`src/rtl/md_pkg.sv`:
```
// md_pkg: op codes, FSM state type and divide-by-zero result for md_unit.
package md_pkg;

    localparam logic [3:0] MD_MULT  = 4'd1;
    localparam logic [3:0] MD_MULTU = 4'd2;
    localparam logic [3:0] MD_DIV   = 4'd3;
    localparam logic [3:0] MD_DIVU  = 4'd4;
    localparam logic [3:0] MD_MFHI  = 4'd5;
    localparam logic [3:0] MD_MFLO  = 4'd6;
    localparam logic [3:0] MD_MTHI  = 4'd7;
    localparam logic [3:0] MD_MTLO  = 4'd8;
    localparam logic [3:0] MD_MADD  = 4'd9;
    localparam logic [3:0] MD_MADDU = 4'd10;
    localparam logic [3:0] MD_MSUB  = 4'd11;
    localparam logic [3:0] MD_MSUBU = 4'd12;

    typedef enum logic [1:0] {IDLE, MUL, DIV, FIX} md_state_t;

    // x/0 fills LO with this bit; HI naturally ends up holding the dividend
    localparam logic MD_DIVZ_QUO_BIT = 1'b1;

endpackage

```
`src/rtl/md_divider.sv`:
```
// md_divider: iterative restoring divider core, one quotient bit per cycle on
// unsigned magnitudes. done is high in the cycle whose edge retires the last bit.
module md_divider #(
    parameter int WIDTH = 32
) (
    input  logic             clk,
    input  logic             reset,
    input  logic             start,
    input  logic             abort,
    input  logic [WIDTH-1:0] dividend,
    input  logic [WIDTH-1:0] divisor,
    output logic             done,
    output logic [WIDTH-1:0] quotient,
    output logic [WIDTH-1:0] remainder
);

    localparam int CW = $clog2(WIDTH + 1);

    logic [WIDTH-1:0] quo;
    logic [WIDTH-1:0] rem;
    logic [WIDTH-1:0] dvs;
    logic [CW-1:0]    cnt;
    logic             running;
    logic [WIDTH:0]   rem_shift;
    logic [WIDTH:0]   diff;

    // quo shifts dividend bits out the top while quotient bits enter at the bottom
    assign rem_shift = {rem, quo[WIDTH-1]};
    assign diff      = rem_shift - {1'b0, dvs};
    assign done      = running && (cnt == CW'(1));
    assign quotient  = quo;
    assign remainder = rem;

    always_ff @(posedge clk or posedge reset) begin
        if (reset) begin
            quo     <= '0;
            rem     <= '0;
            dvs     <= '0;
            cnt     <= '0;
            running <= 1'b0;
        end else if (abort) begin
            running <= 1'b0;
        end else if (start) begin
            quo     <= dividend;
            rem     <= '0;
            dvs     <= divisor;
            cnt     <= CW'(WIDTH);
            running <= 1'b1;
        end else if (running) begin
            if (diff[WIDTH]) begin
                rem <= rem_shift[WIDTH-1:0];
                quo <= {quo[WIDTH-2:0], 1'b0};
            end else begin
                rem <= diff[WIDTH-1:0];
                quo <= {quo[WIDTH-2:0], 1'b1};
            end
            cnt <= cnt - CW'(1);
            if (cnt == CW'(1)) begin
                running <= 1'b0;
            end
        end
    end

endmodule

```
`src/rtl/md_unit.sv`:
```
// md_unit: multiply/divide unit with HI/LO registers, iterative divider and flush.
// Multiply-accumulate ops 9-12 are enabled by defining MD_MAC_EN.
module md_unit
    import md_pkg::*;
#(
    parameter int WIDTH   = 32,
    parameter int MUL_LAT = 5
) (
    input  logic             clk,
    input  logic             reset,
    input  logic             start,
    input  logic [3:0]       op,
    input  logic [WIDTH-1:0] A,
    input  logic [WIDTH-1:0] B,
    input  logic             flush,
    output logic             busy,
    output logic [WIDTH-1:0] out
);

    localparam int CW = $clog2(MUL_LAT + 1);

    md_state_t          state;
    logic [WIDTH-1:0]   hi;
    logic [WIDTH-1:0]   lo;
    logic [2*WIDTH-1:0] prod;
    logic [CW-1:0]      mcnt;
    logic               is_mac;
    logic               mac_sub;
    logic               neg_q;
    logic               neg_r;
    logic               divz;

    logic               mul_signed;
    logic               div_signed;
    logic [2*WIDTH-1:0] a_ext;
    logic [2*WIDTH-1:0] b_ext;
    logic [2*WIDTH-1:0] prod_next;
    logic [2*WIDTH-1:0] commit_val;
    logic [WIDTH-1:0]   a_abs;
    logic [WIDTH-1:0]   b_abs;
    logic               div_go;
    logic               div_done;
    logic [WIDTH-1:0]   div_quo;
    logic [WIDTH-1:0]   div_rem;

    assign mul_signed = (op == MD_MULT) || (op == MD_MADD) || (op == MD_MSUB);
    assign div_signed = (op == MD_DIV);
    assign a_ext      = {{WIDTH{mul_signed & A[WIDTH-1]}}, A};
    assign b_ext      = {{WIDTH{mul_signed & B[WIDTH-1]}}, B};
    assign prod_next  = a_ext * b_ext;
    assign a_abs      = (div_signed && A[WIDTH-1]) ? -A : A;
    assign b_abs      = (div_signed && B[WIDTH-1]) ? -B : B;
    assign div_go     = (state == IDLE) && start && !flush && ((op == MD_DIV) || (op == MD_DIVU));

    assign commit_val = !is_mac ? prod :
                        mac_sub ? ({hi, lo} - prod) : ({hi, lo} + prod);

    assign out = (op == MD_MFHI) ? hi : (op == MD_MFLO) ? lo : '0;

    md_divider #(.WIDTH(WIDTH)) u_div (
        .clk       (clk),
        .reset     (reset),
        .start     (div_go),
        .abort     (flush),
        .dividend  (a_abs),
        .divisor   (b_abs),
        .done      (div_done),
        .quotient  (div_quo),
        .remainder (div_rem)
    );

    // HI/LO only change on commit or mthi/mtlo, so out shows old values while busy
    always_ff @(posedge clk or posedge reset) begin
        if (reset) begin
            state   <= IDLE;
            busy    <= 1'b0;
            hi      <= '0;
            lo      <= '0;
            prod    <= '0;
            mcnt    <= '0;
            is_mac  <= 1'b0;
            mac_sub <= 1'b0;
            neg_q   <= 1'b0;
            neg_r   <= 1'b0;
            divz    <= 1'b0;
        end else if (flush) begin
            state <= IDLE;
            busy  <= 1'b0;
        end else begin
            case (state)
                IDLE: begin
                    if (start) begin
                        case (op)
                            MD_MULT, MD_MULTU: begin
                                prod    <= prod_next;
                                mcnt    <= CW'(MUL_LAT);
                                is_mac  <= 1'b0;
                                mac_sub <= 1'b0;
                                state   <= MUL;
                                busy    <= 1'b1;
                            end
`ifdef MD_MAC_EN
                            MD_MADD, MD_MADDU, MD_MSUB, MD_MSUBU: begin
                                prod    <= prod_next;
                                mcnt    <= CW'(MUL_LAT);
                                is_mac  <= 1'b1;
                                mac_sub <= (op == MD_MSUB) || (op == MD_MSUBU);
                                state   <= MUL;
                                busy    <= 1'b1;
                            end
`else
                            MD_MADD, MD_MADDU, MD_MSUB, MD_MSUBU: ;
`endif
                            MD_DIV, MD_DIVU: begin
                                neg_q <= div_signed && (A[WIDTH-1] ^ B[WIDTH-1]);
                                neg_r <= div_signed && A[WIDTH-1];
                                divz  <= (B == '0);
                                state <= DIV;
                                busy  <= 1'b1;
                            end
                            MD_MTHI: hi <= A;
                            MD_MTLO: lo <= A;
                            default: ;
                        endcase
                    end
                end
                MUL: begin
                    if (mcnt == CW'(1)) begin
                        {hi, lo} <= commit_val;
                        state    <= IDLE;
                        busy     <= 1'b0;
                    end else begin
                        mcnt <= mcnt - CW'(1);
                    end
                end
                DIV: begin
                    if (div_done) begin
                        state <= FIX;
                    end
                end
                FIX: begin
                    lo    <= divz ? {WIDTH{MD_DIVZ_QUO_BIT}} : (neg_q ? -div_quo : div_quo);
                    hi    <= neg_r ? -div_rem : div_rem;
                    state <= IDLE;
                    busy  <= 1'b0;
                end
                default: begin
                    state <= IDLE;
                    busy  <= 1'b0;
                end
            endcase
        end
    end

endmodule

```
`config.mk`:
```
export PLATFORM = sky130hd
export DESIGN_NAME = md_unit
export DESIGN_NICKNAME = d
export VERILOG_FILES = /design/src/rtl/md_pkg.sv /design/src/rtl/md_divider.sv /design/src/rtl/md_unit.sv
export SDC_FILE = /design/constraint.sdc
export NUM_CORES = 2
export LEC_CHECK = 0
export BUFFER_PORTS_ARGS = -buffer_cell sky130_fd_sc_hd__buf_2
export CORE_UTILIZATION = 51
export DETAILED_ROUTE_END_ITERATION = 8
export PLACE_DENSITY_LB_ADDON = 0.3
export RECOVER_POWER = 25
export SLEW_MARGIN = 5
export SYNTH_ARGS = -nofsm -noshare
export SYNTH_HDL_FRONTEND = slang
export SYNTH_HIERARCHICAL = 1
export SYNTH_SLANG_ARGS = --single-unit
```
`constraint.sdc`:
```
create_clock -name clk -period 4.6 [get_ports clk]
set_input_delay 0.46 -clock clk [delete_from_list [all_inputs] [get_ports clk]]
set_output_delay 0.46 -clock clk [all_outputs]
set_load 0.01 [all_outputs]
```
==> metrics.txt <==
IO Port Bufs=104; GR Overflow Total=0; post-DR vias/cell=5.58; initial antenna violation count=13; CTS sink cnt=240; post-synth top area share=42.1%; WS Path Type=in -> reg; Max Slew Vio Count=188; first-pass GRT wire length=274 mm; Setup crit end kind=flop; worst setup margin=-3.06 ns; max_cap viols=3; final WL=178 mm; status=finished with violations; area of the multi-input gates=43600 um^2; Hold Path Class=in -> reg; Rel. slew slack=-110%; final hold vios=0; initial DRC count=3664; cell taking the most area after synthesis=fa_1; routed vias=44800; final RePlAce weighted congestion=0.975; failing checks=capacitance limit, slew limit, setup timing; unrepaired setup endpoints after global routing=yes; Synth Instances=6113; min Tclk post-route=7.66 ns; drc violations=0; CTS max path bufs=3; Post-synth EDFFs=0; Mapped Area=53500 um^2; most frequent cells in the layout=inv_1 (1151), fa_1 (1069), nand2_1 (1011), buf_4 (602), and2_1 (284); crit start category=primary input; top_reg_cell synth=dfrtp_1; CTS tree=yes; synth top area cells=fa_1 (42%), dfrtp_1 (11%), inv_1 (8.4%); all-layer global routing usage=33.8%; Routed Antenna Nets=0; boundary pin count=105; syn_area_per_cell=8.76 um^2; hpwl dp=141 mm; vias in the first global route=46900; part of the cycle the worst path needs=167%; Highest Clock Rate=0.131 GHz; Unique masters post-synth=89; Final Skew=0.0118 ns; CTS Root Cell=clkbuf_16; Num CTS Buffers=29; Storage cell area=6010 um^2; P&R area growth vs syn=21.6%; Net Count, Synth=7564; CP required=5.09 ns; setup violators final=55; die height=326 um; Ys Warns=6; CP Data Arrival Time=8.15 ns; Async S/R FF share, synth=100%; Seq/Total Area, Yosys=11.2%; fillcell total=8387; routed length per instance=22.2 um; DIE AREA=106000 um^2; initial cell density of the core=51.6%; ratio of cells with drive above 1 in the final layout=20.1%; number of synthesized register bits=240; Rows=118; Hold WS=0.329 ns; leading cell type in the layout, fill and taps excluded=inv_1; CTS Hold Bufs=0; Worst-Skew Late Latency=0.55 ns; Die W=326 um; drt pass-1 iters=8; core area=104000 um^2; H-tree lvl count=1; pin count of the biggest net entering global routing=79; Net count, final=8078; Clock Pin Slew Worst Setup and Hold Paths=0.06 ns; slew at the pin closest to its max-slew limit=3.13 ns; Max FO, Critical Path=6
==> synthesized netlist by cell type, drive strengths merged, types with 40 or more instances <==
library cell and instances:
clkbuf 356, inv 1205, o21ai 264, dfrtp 240, ha 253, xnor2 111
xor2 100, and2 313, nor2b 43, nor2 216, a21oi 211, fa 1126
mux2i 66, o31ai 40, nand3 43, nand2 1045, a21o 49
==> registers in the layout, indices dropped and copies added (netlist names), 2 cells and up <==
signal,count
hi,32
lo,32
mcnt,3
prod,64
state,2
u_div/cnt,6
u_div/dvs,32
u_div/quotient,32
u_div/remainder,32
==> through the flow <==
stage | cells | setup WS [ns] | cell area, um^2 | utilization (%) | setup TNS (ns)
2_1_floorplan | 6113 | -3.58 | 55400 | - | -121.19
3_3_place_gp | 7838 | -3.69 | 60300 | 58.1 | -157.88
3_5_place_dp | 7838 | -3.79 | 60300 | 58.1 | -160.97
4_1_cts | 8000 | -2.99 | 64400 | 62.0 | -115.43
5_1_grt | 8031 | -3.29 | 65100 | 62.7 | -129.01
6_report | 8034 | -3.06 | 65100 | 62.7 | -118.29
==> kinds of logic after synthesis <==
| group | Yosys count | share of synthesized area, % |
|---|---|---|
| and+or+nand+nor | 1841 | 15.7 |
| buffers and inverters | 1597 | 11.2 |
| adders and majority gates | 1379 | 48.0 |
| AOI/OAI and AO/OA | 778 | 9.09 |
| DFF | 240 | 11.2 |
| xor gates and xnor gates | 211 | 3.49 |
| muxes | 67 | 1.26 |
==> final timing paths <==
kind                                      end  depth (start not counted)  slack [ns]          startpoint
hold reg to reg                       prod[3]                          2        0.48             prod[3]
setup reg to reg           u_div/remainder[2]                         14        0.92  u_div/quotient[31]
min in group asynchronous       u_div/dvs[31]                          2        0.60               reset
hold / removal                           busy                          2        0.33               flush
max in group asynchronous             prod[2]                          3        0.90               reset
setup / recovery                     prod[59]                         27       -3.06               op[3]
==> final cells by class <==
| type | count | share of cell area, % |
|---|---|---|
| inverters | 1205 | 6.99 |
| well taps | 1380 | 2.65 |
| multi-input cells | 4276 | 66.9 |
| repair buffers | 875 | 12.7 |
| clock buffers | 39 | 1.25 |
| flip-flops and latches | 240 | 9.23 |
| diodes | 7 | 0.0269 |
| clock inverters | 12 | 0.223 |
==> routing by layer <==
metal	track usage, %	wire length [um]
met1	44.3	69200
met2	53.1	81100
met3	6.97	16500
met4	17.1	11200
met5	0	52
==> critical path, stage by stage <==
cell and delay [ns]:
buf_6 0.09, nand2b_4 0.13, and3b_2 0.29, buf_12 0.17, and3_4 0.18, fa_2 0.60, fa_1 0.46, fa_1 0.60
clkinvlp_4 0.12, buf_12 0.14, buf_4 0.13, fa_2 0.53, fa_1 0.45, fa_2 0.59, fa_1 0.43, fa_1 0.50
inv_1 0.08, ha_4 0.23, nand2_2 0.06, o211ai_1 0.13, a211oi_2 0.23, o21ai_2 0.09, or4_4 0.54, o21ai_4 0.20
o211ai_1 0.19, or4_1 0.43, nand3_1 0.10
==> repair_timing <==
| item | in CTS | in global routing |
|---|---|---|
| gates cloned | 10 | 1 |
| buffers inserted | 110 | 35 |
| gates resized for setup | 463 | 127 |
| pin swaps | 284 | 139 |
| setup endpoints to repair | 56 | 56 |
Power is not shown: default switching activity piles up to over one toggle a cycle in this logic, so the estimate is an artifact.
